<file path="config.mk">
export PLATFORM = sky130hd
export DESIGN_NAME = rca_word_sequencer
export DESIGN_NICKNAME = d
export VERILOG_FILES = /design/src/rtl/rca_seq_pkg.sv /design/src/rtl/rca4_slice.sv /design/src/rtl/rca_word_sequencer.sv
export SDC_FILE = /design/constraint.sdc
export NUM_CORES = 1
export LEC_CHECK = 0
export CAP_MARGIN = 20
export CORE_MARGIN = 2
export CORE_UTILIZATION = 30
export DETAILED_ROUTE_END_ITERATION = 10
export HOLD_SLACK_MARGIN = 0.1
export PLACE_DENSITY = 0.51
export SYNTH_ARGS = -nofsm -noshare
export SYNTH_HDL_FRONTEND = slang
export SYNTH_SLANG_ARGS = --single-unit
</file>
<file path="constraint.sdc">
create_clock -name clk -period 4.27 [get_ports clk]
set_clock_uncertainty 0.05 [all_clocks]
set_input_delay 0.427 -clock clk [delete_from_list [all_inputs] [get_ports clk]]
set_output_delay 0.427 -clock clk [all_outputs]
set_load 0.1 [all_outputs]
</file>
<file path="src/rtl/rca_seq_pkg.sv">
// rca_seq_pkg: shared slice width, sequencer state encoding and slice-count helper
package rca_seq_pkg;
  localparam int SLICE_W = 4;
  typedef enum logic [1:0] {IDLE, RUN, DONE} state_t;
  function automatic int nslice(input int width);
    return width / SLICE_W;
  endfunction
endpackage

</file>
<file path="src/rtl/rca4_slice.sv">
// rca4_slice: combinational 4-bit ripple-carry adder slice
module rca4_slice
  import rca_seq_pkg::*;
(
  input  logic [SLICE_W-1:0] a,
  input  logic [SLICE_W-1:0] b,
  input  logic               cin,
  output logic [SLICE_W-1:0] s,
  output logic               cout
);
  logic [SLICE_W:0] c;
  assign c[0] = cin;
  for (genvar i = 0; i < SLICE_W; i++) begin : g_bit
    assign s[i]   = a[i] ^ b[i] ^ c[i];
    assign c[i+1] = (a[i] & b[i]) | (c[i] & (a[i] ^ b[i]));
  end
  assign cout = c[SLICE_W];
endmodule

</file>
<file path="src/rtl/rca_word_sequencer.sv">
// rca_word_sequencer: WIDTH-bit adder reusing one 4-bit slice, one nibble per cycle, LSB first.
// Optional signed-overflow output ovf_o enabled by defining RCA_SEQ_OVF_EN.
module rca_word_sequencer
  import rca_seq_pkg::*;
#(
  parameter int WIDTH = 16
) (
  input  logic             clk,
  input  logic             rst_n,
  input  logic             in_valid_i,
  output logic             in_ready_o,
  input  logic [WIDTH-1:0] a_i,
  input  logic [WIDTH-1:0] b_i,
  input  logic             cin_i,
  output logic             out_valid_o,
  input  logic             out_ready_i,
  output logic [WIDTH-1:0] sum_o,
  output logic             cout_o
`ifdef RCA_SEQ_OVF_EN
  ,
  output logic             ovf_o
`endif
);
  localparam int NSLICE = nslice(WIDTH);
  localparam int IW = (NSLICE > 1) ? $clog2(NSLICE) : 1;
  if ((WIDTH % SLICE_W) != 0 || WIDTH < SLICE_W) begin : g_bad_width
    $error("WIDTH must be a positive multiple of SLICE_W");
  end
  state_t             state_q;
  logic [IW-1:0]      idx_q;
  logic               carry_q;
  logic [WIDTH-1:0]   a_q, b_q, sum_q;
  logic               in_ready_q, out_valid_q, cout_q;
  logic [SLICE_W-1:0] a_n, b_n, s_n;
  logic               c_n, last;
`ifdef RCA_SEQ_OVF_EN
  logic               ovf_q;
  assign ovf_o = ovf_q;
`endif
  always_comb begin
    a_n = '0;
    b_n = '0;
    for (int k = 0; k < NSLICE; k++) begin
      if (int'(idx_q) == k) begin
        a_n = a_q[k*SLICE_W +: SLICE_W];
        b_n = b_q[k*SLICE_W +: SLICE_W];
      end
    end
  end
  assign last = int'(idx_q) == NSLICE - 1;
  rca4_slice u_slice (
    .a   (a_n),
    .b   (b_n),
    .cin (carry_q),
    .s   (s_n),
    .cout(c_n)
  );
  always_ff @(posedge clk or negedge rst_n) begin
    if (!rst_n) begin
      state_q     <= IDLE;
      idx_q       <= '0;
      carry_q     <= 1'b0;
      a_q         <= '0;
      b_q         <= '0;
      sum_q       <= '0;
      in_ready_q  <= 1'b0;
      out_valid_q <= 1'b0;
      cout_q      <= 1'b0;
`ifdef RCA_SEQ_OVF_EN
      ovf_q       <= 1'b0;
`endif
    end else begin
      case (state_q)
        IDLE: begin
          in_ready_q <= 1'b1;
          if (in_valid_i && in_ready_q) begin
            a_q        <= a_i;
            b_q        <= b_i;
            carry_q    <= cin_i;
            idx_q      <= '0;
            in_ready_q <= 1'b0;
            state_q    <= RUN;
          end
        end
        RUN: begin
          for (int k = 0; k < NSLICE; k++) begin
            if (int'(idx_q) == k) sum_q[k*SLICE_W +: SLICE_W] <= s_n;
          end
          carry_q <= c_n;
          idx_q   <= idx_q + IW'(1);
          if (last) begin
            idx_q       <= '0;
            cout_q      <= c_n;
            out_valid_q <= 1'b1;
            state_q     <= DONE;
`ifdef RCA_SEQ_OVF_EN
            ovf_q       <= (a_q[WIDTH-1] == b_q[WIDTH-1]) && (s_n[SLICE_W-1] != a_q[WIDTH-1]);
`endif
          end
        end
        DONE: begin
          if (out_ready_i) begin
            out_valid_o_clear();
          end
        end
        default: state_q <= IDLE;
      endcase
    end
  end
  task automatic out_valid_o_clear();
    out_valid_q <= 1'b0;
    in_ready_q  <= 1'b1;
    state_q     <= IDLE;
  endtask
  assign in_ready_o  = in_ready_q;
  assign out_valid_o = out_valid_q;
  assign sum_o       = sum_q;
  assign cout_o      = cout_q;
endmodule
</file>
# Yosys cells after proc, flatten, opt, wreduce, memory -nomap -nowiden
# Index checks and enable logic that the tools add are counted.
op_classes:
  n_addsub: 1
  eq_ne: 8
  n_mux: 23
  bitwise_logic: 20
  n_reduce_logical: 15
ops:
  columns: ["cell", "n"]
  rows:
  - ["4-bit 2-to-1 mux", 8]
  - ["2-bit AND reduction", 7]
  - ["2-bit 2-to-1 mux", 5]
  - ["1-bit bitwise AND", 8]
  - ["1-bit XOR", 8]
  - ["2-bit equality test (second input constant)", 3]
  - ["2-bit != test (second input constant)", 3]
  - ["1-bit one-hot mux with 2 select lines", 3]
  - ["2-bit one-hot mux with 3 select lines", 1]
  - ["3-bit AND reduction", 2]
  - ["2-bit nonzero test", 3]
  - ["1-bit 2-to-1 mux", 5]
  - ["2-bit by 1-bit equality test with 1-bit output (second input constant)", 2]
  - ["2-bit zero test", 2]
  - ["1-bit bitwise OR", 4]
  - ["2-bit one-hot mux with 2 select lines", 1]
  - ["2-bit by 1-bit adder with 2-bit output (second input constant)", 1]
  - ["1-bit logical AND", 1]
totals:
  ff_bits: 56
  inputBits: 37
  out_inout_bits: 19

# Longest topological paths before layout
logic_depth:
  ltp_word: 15
  ltp_mapped: 14

# Hierarchy
# From an unflattened synthesis, not the netlist that was laid out.
unflattened:
  hier_cells: 193
  hier_area_um2: 2533.7
by_module_without_submodules:
  columns: ["mod", "n_inst", "cells_per_inst", "area_each_um2"]
  rows:
  - ["rca_word_sequencer", 1, 179, 2416.1]
  - ["rca4_slice", 1, 14, 117.6]

# Worst setup path before layout
# No wires, ideal clock.
synth_path:
  path_type: "register to register"
  startpoint: "register idx_q[0]"
  endpoint: "register sum_q[11], in the netlist sum_o[11]"
  setup_time_ns: 0.126
  arrival_ns: 3.066
  required_time_ns: 4.094
  setup_slack_ns: 1.028
  path_stages_with_launch: 14
  path_buffers: 2
  period_less_slack_ns: 3.242
  path_cell_list: "dfrtp_1 inv_1 ha_1 buf_2 clkbuf_1 a21oi_1 o21ai_0 a22oi_1 fa_1 inv_1 fa_1 fa_1 fa_1 mux2_2"
synth_between:
  elab_chain_cells: 13
  word_cells_on_any_way: 27
synth_rtl:
  columns: ["item", "line_no", "source"]
  rows:
  - ["from (decl)", "rca_word_sequencer.sv:30", "logic [IW-1:0] idx_q;"]
  - ["from (signal assigned)", "rca_word_sequencer.sv:90", "idx_q <= idx_q + IW'(1);"]
  - ["2-bit zero test", "rca_word_sequencer.sv:44", "if (int'(idx_q) == k) begin"]
  - ["4-bit 2-to-1 mux (4 in series)", "rca_word_sequencer.sv:44", null]
  - ["1-bit XOR", "rca4_slice.sv:15", "assign c[i+1] = (a[i] & b[i]) | (c[i] & (a[i] ^ b[i]));"]
  - ["1-bit bitwise AND", "rca4_slice.sv:15", null]
  - ["1-bit bitwise OR", "rca4_slice.sv:15", null]
  - ["1-bit bitwise AND", "rca4_slice.sv:15", null]
  - ["1-bit bitwise OR", "rca4_slice.sv:15", null]
  - ["1-bit bitwise AND", "rca4_slice.sv:15", null]
  - ["1-bit bitwise OR", "rca4_slice.sv:15", null]
  - ["1-bit XOR *", "rca4_slice.sv:14", "assign s[i] = a[i] ^ b[i] ^ c[i];"]
  - ["net s_n[3]", "rca_word_sequencer.sv:34", "logic [SLICE_W-1:0] a_n, b_n, s_n;"]
  - ["to (decl)", "rca_word_sequencer.sv:32", "logic [WIDTH-1:0] a_q, b_q, sum_q;"]
# The timed path passes the listed nets; every way through them passes the cells marked *.
# A chain may end at the register's enable or synchronous reset.

# Worst setup path after layout
layout_path:
  startpoint: "register idx_q[0]"
  endpoint: "register sum_q[7], in the netlist sum_o[7]"
# Same word-level chain as after synthesis.

==> flow_metrics.tcl <==
set metrics [dict create \
    dp_hpwl_mm 3.955 \
    grt_overflow 0 \
    post-place-cells 356 \
    yosysUniqueCellTypes 23 \
    proportion_of_synthesized_chip_area_in_sequential_cells_pct 54.40 \
    worst_slew_margin_rel_pct 35.13 \
    yosys_most_used_dff "dfrtp_1" \
    cts-buffers-inserted 5 \
    buffer_ports.inserted 55 \
    slew_violations 0 \
    post_synth_instance_area_sq_um 2576 \
    worstPathMaxFanout 17 \
    boundaryPins 56 \
    syn_inst 206 \
    initial_utilization_pct 31.20 \
    wl_per_cell_um 14.67 \
    synth_nets 251 \
    cts_tree "done" \
    cap_viol_max_count 0 \
    floorplan.rows 33 \
    setup_violations 0 \
    drt_first_pass_iters 4 \
    finalNetCount 304 \
    postCtsSetupBuffers 0 \
    clock_tree.buffer_depth 2 \
    fill_count 817 \
    worst_ep_arrival_time_ns 3.60 \
    critPathBufInv 2 \
    tightestPinTransition_ns 0.9700 \
    detail_route.vias_per_cell 4.622 \
    setup.reg_to_reg.worst_slack_ns 0.83 \
    synth_area_leaders "dfrtp_1, mux2_2, a21oi_1" \
    cts_num_sinks 56 \
    synthTopCellsByCount "dfrtp_1, mux2_2, a21oi_1" \
    totalWireLength_mm 5.356 \
    postSynth.asyncResetShare_pct 100.0 \
    worst-setup-path-type "reg2reg" \
    critPathLaunch "idx_q[0]" \
    synth.top_cell.area_share_pct 54.40 \
    status "complete, no violations" \
    critPathRequiredTime_ns 4.43 \
    worstPathCellList "inv_1, ha_1, a21oi_1, a22oi_1, fa_1, inv_1, fa_1, fa_1, fa_1, mux2_2" \
    timing.reg2reg.worst_path_depth 10 \
    dr.first_iter.drc_count 72 \
    clock_latency_on_the_worst_skew_pair_ns 0.31 \
    stdcell_count 365 \
    grt_start_max_net_pins 33 \
    period_share_pct 80.48 \
    multi_input_comb_area_sq_um 1049 \
    synth.yosys.warnings 0 \
    cpMaxStageDelayCell "ha_1" \
    globalRouteTotalUtil_pct 11.73 \
    antenna_violating_nets_post_route 0 \
    die-width_um 96.67 \
    area_growth_syn_to_layout_pct 27.88 \
    die-area_sq_um 9345 \
    synth_enable_flop_cells 0 \
    path_delay_family "adder cells" \
    antenna_cells 0 \
    gp_routability_congestion 0.7562 \
    grt_pass1_vias 1623 \
    yosys_register_bits 56 \
    clkTransAtPathRegs_ns 0.11 \
    htreeDepth 2 \
    layout_min_cycle_time_ns 3.437 \
    grt_pass1_wl_mm 8.776 \
    clockRootBuffer "clkbuf_8" \
    number_of_antenna_violations_at_the_first_check_in_global_routing 0 \
    crit_top_cell "fa_1" \
    timing.critical_path.to "sum_o[7]" \
    grt_setup_unrepaired "false" \
    endpoint_kind "flip-flop" \
    post_synth.cell_area_avg_sq_um 12.51 \
    die_h_um 96.67 \
    worst-path-stages 10 \
    seqCellArea_sq_um 1401 \
    hold_violations 0 \
    setup_total_negative_slack_ns 0 \
    post_route_cells_drive_above_1_share_pct 21.54 \
    rr_startpoint "idx_q[0]" \
    synth_area_leader_cell "dfrtp_1" \
    start_kind "flip-flop" \
    via_count 1687 \
    r2r-end "sum_o[7]" \
    yosys.cell_count.top_type "dfrtp_1" \
    core_footprint_sq_um 8258 \
    critical_path.max_stage_delay_ns 0.53 \
    drc 0 \
    hold_path_class "reg2reg" \
    achievable-frequency_mhz 291.0 \
]
## how the worst min path moves through the flow
stage               startpoint        to  slack [ns]  cells after the start
floorplan                rst_n    a_q[0]        0.08                      0
global placement      sum_o[4]  sum_o[4]        0.42                      2
detailed placement    sum_o[4]  sum_o[4]        0.42                      2
CTS                   sum_o[4]  sum_o[4]        0.45                      2
global route           a_q[11]   a_q[11]        0.47                      1
finish                sum_o[8]  sum_o[8]        0.44                      2
## flip-flops by register name (all words and copies together) (netlist names)
register / cells
out_valid_o: 1
state_q: 2
cout_o: 1
sum_o: 16
idx_q: 2
b_q: 16
in_ready_o: 1
carry_q: 1
a_q: 16
## what timing repair did
action,CTS,global route
hold buffers,1,0
endpoints found under the hold margin,27,0
resized for setup,0,0
## metal layers
metal | share of wire [%] | global-route usage (%)
met4 | 1.8 | 3.684
met2 | 42 | 16.19
met5 | 0 | 0
met3 | 5.5 | 3.396
met1 | 51 | 17.66
## placed cells by master, fill, tap and decap left out
cell,count
nor3_4,1
clkbuf_8,5
mux2_1,3
nor2_1,4
inv_1,14
ha_1,4
a21o_1,1
o2bb2ai_1,1
buf_2,1
inv_6,1
nand2_2,1
nand3b_1,4
a22oi_1,2
buf_4,2
a21oi_1,19
clkinv_2,1
o21ai_0,15
and4b_1,1
mux2_2,43
clkinvlp_4,1
nand2b_1,1
nand2_1,12
dfrtp_1,56
clkdlybuf4s50_1,54
a22o_1,8
fa_1,4
dlygate4sd3_1,1
## cell families (layout without fill, tap and decap cells)
group,count (synthesis),count (layout),share of synthesized area [%]
DFF,56,56,54.40
AOI/OAI and AO/OA,46,46,10.54
muxes,46,46,20.11
buffers and inverters,26,80,4.905
and+or+nand+nor,24,24,5.003
adders and majority gates,8,8,5.051
## metrics by stage
stage / hold WS (ns) / setup WS [ns] / util, % / cell area [sq um]
after global placement: 0.4161 / 0.9461 / 38.68 / 3194
after CTS: 0.4464 / 0.8251 / 39.89 / 3294
after detailed placement: 0.4210 / 0.8354 / 38.68 / 3194
final: 0.4382 / 0.8333 / 39.89 / 3294
after floorplan: 0.08141 / 1.028 / - / 2576
after global routing: 0.4653 / 0.5731 / 39.89 / 3294
## worst min-delay path, stage by stage, from the launching register on
cell and delay, ns:
dfrtp_1 0.36, nand2_1 0.04, o21ai_0 0.06
## layout make-up
cell class	instances	share of cell area, %
clock inverters	3	0.6457
well taps	105	3.988
repair buffers	58	17.32
clock buffers	5	2.089
flip-flops and latches	56	42.54
inverters	14	1.595
multi-input cells	124	31.83
Power is not shown: default switching activity piles up to over one toggle a cycle in this logic, so the estimate is an artifact.
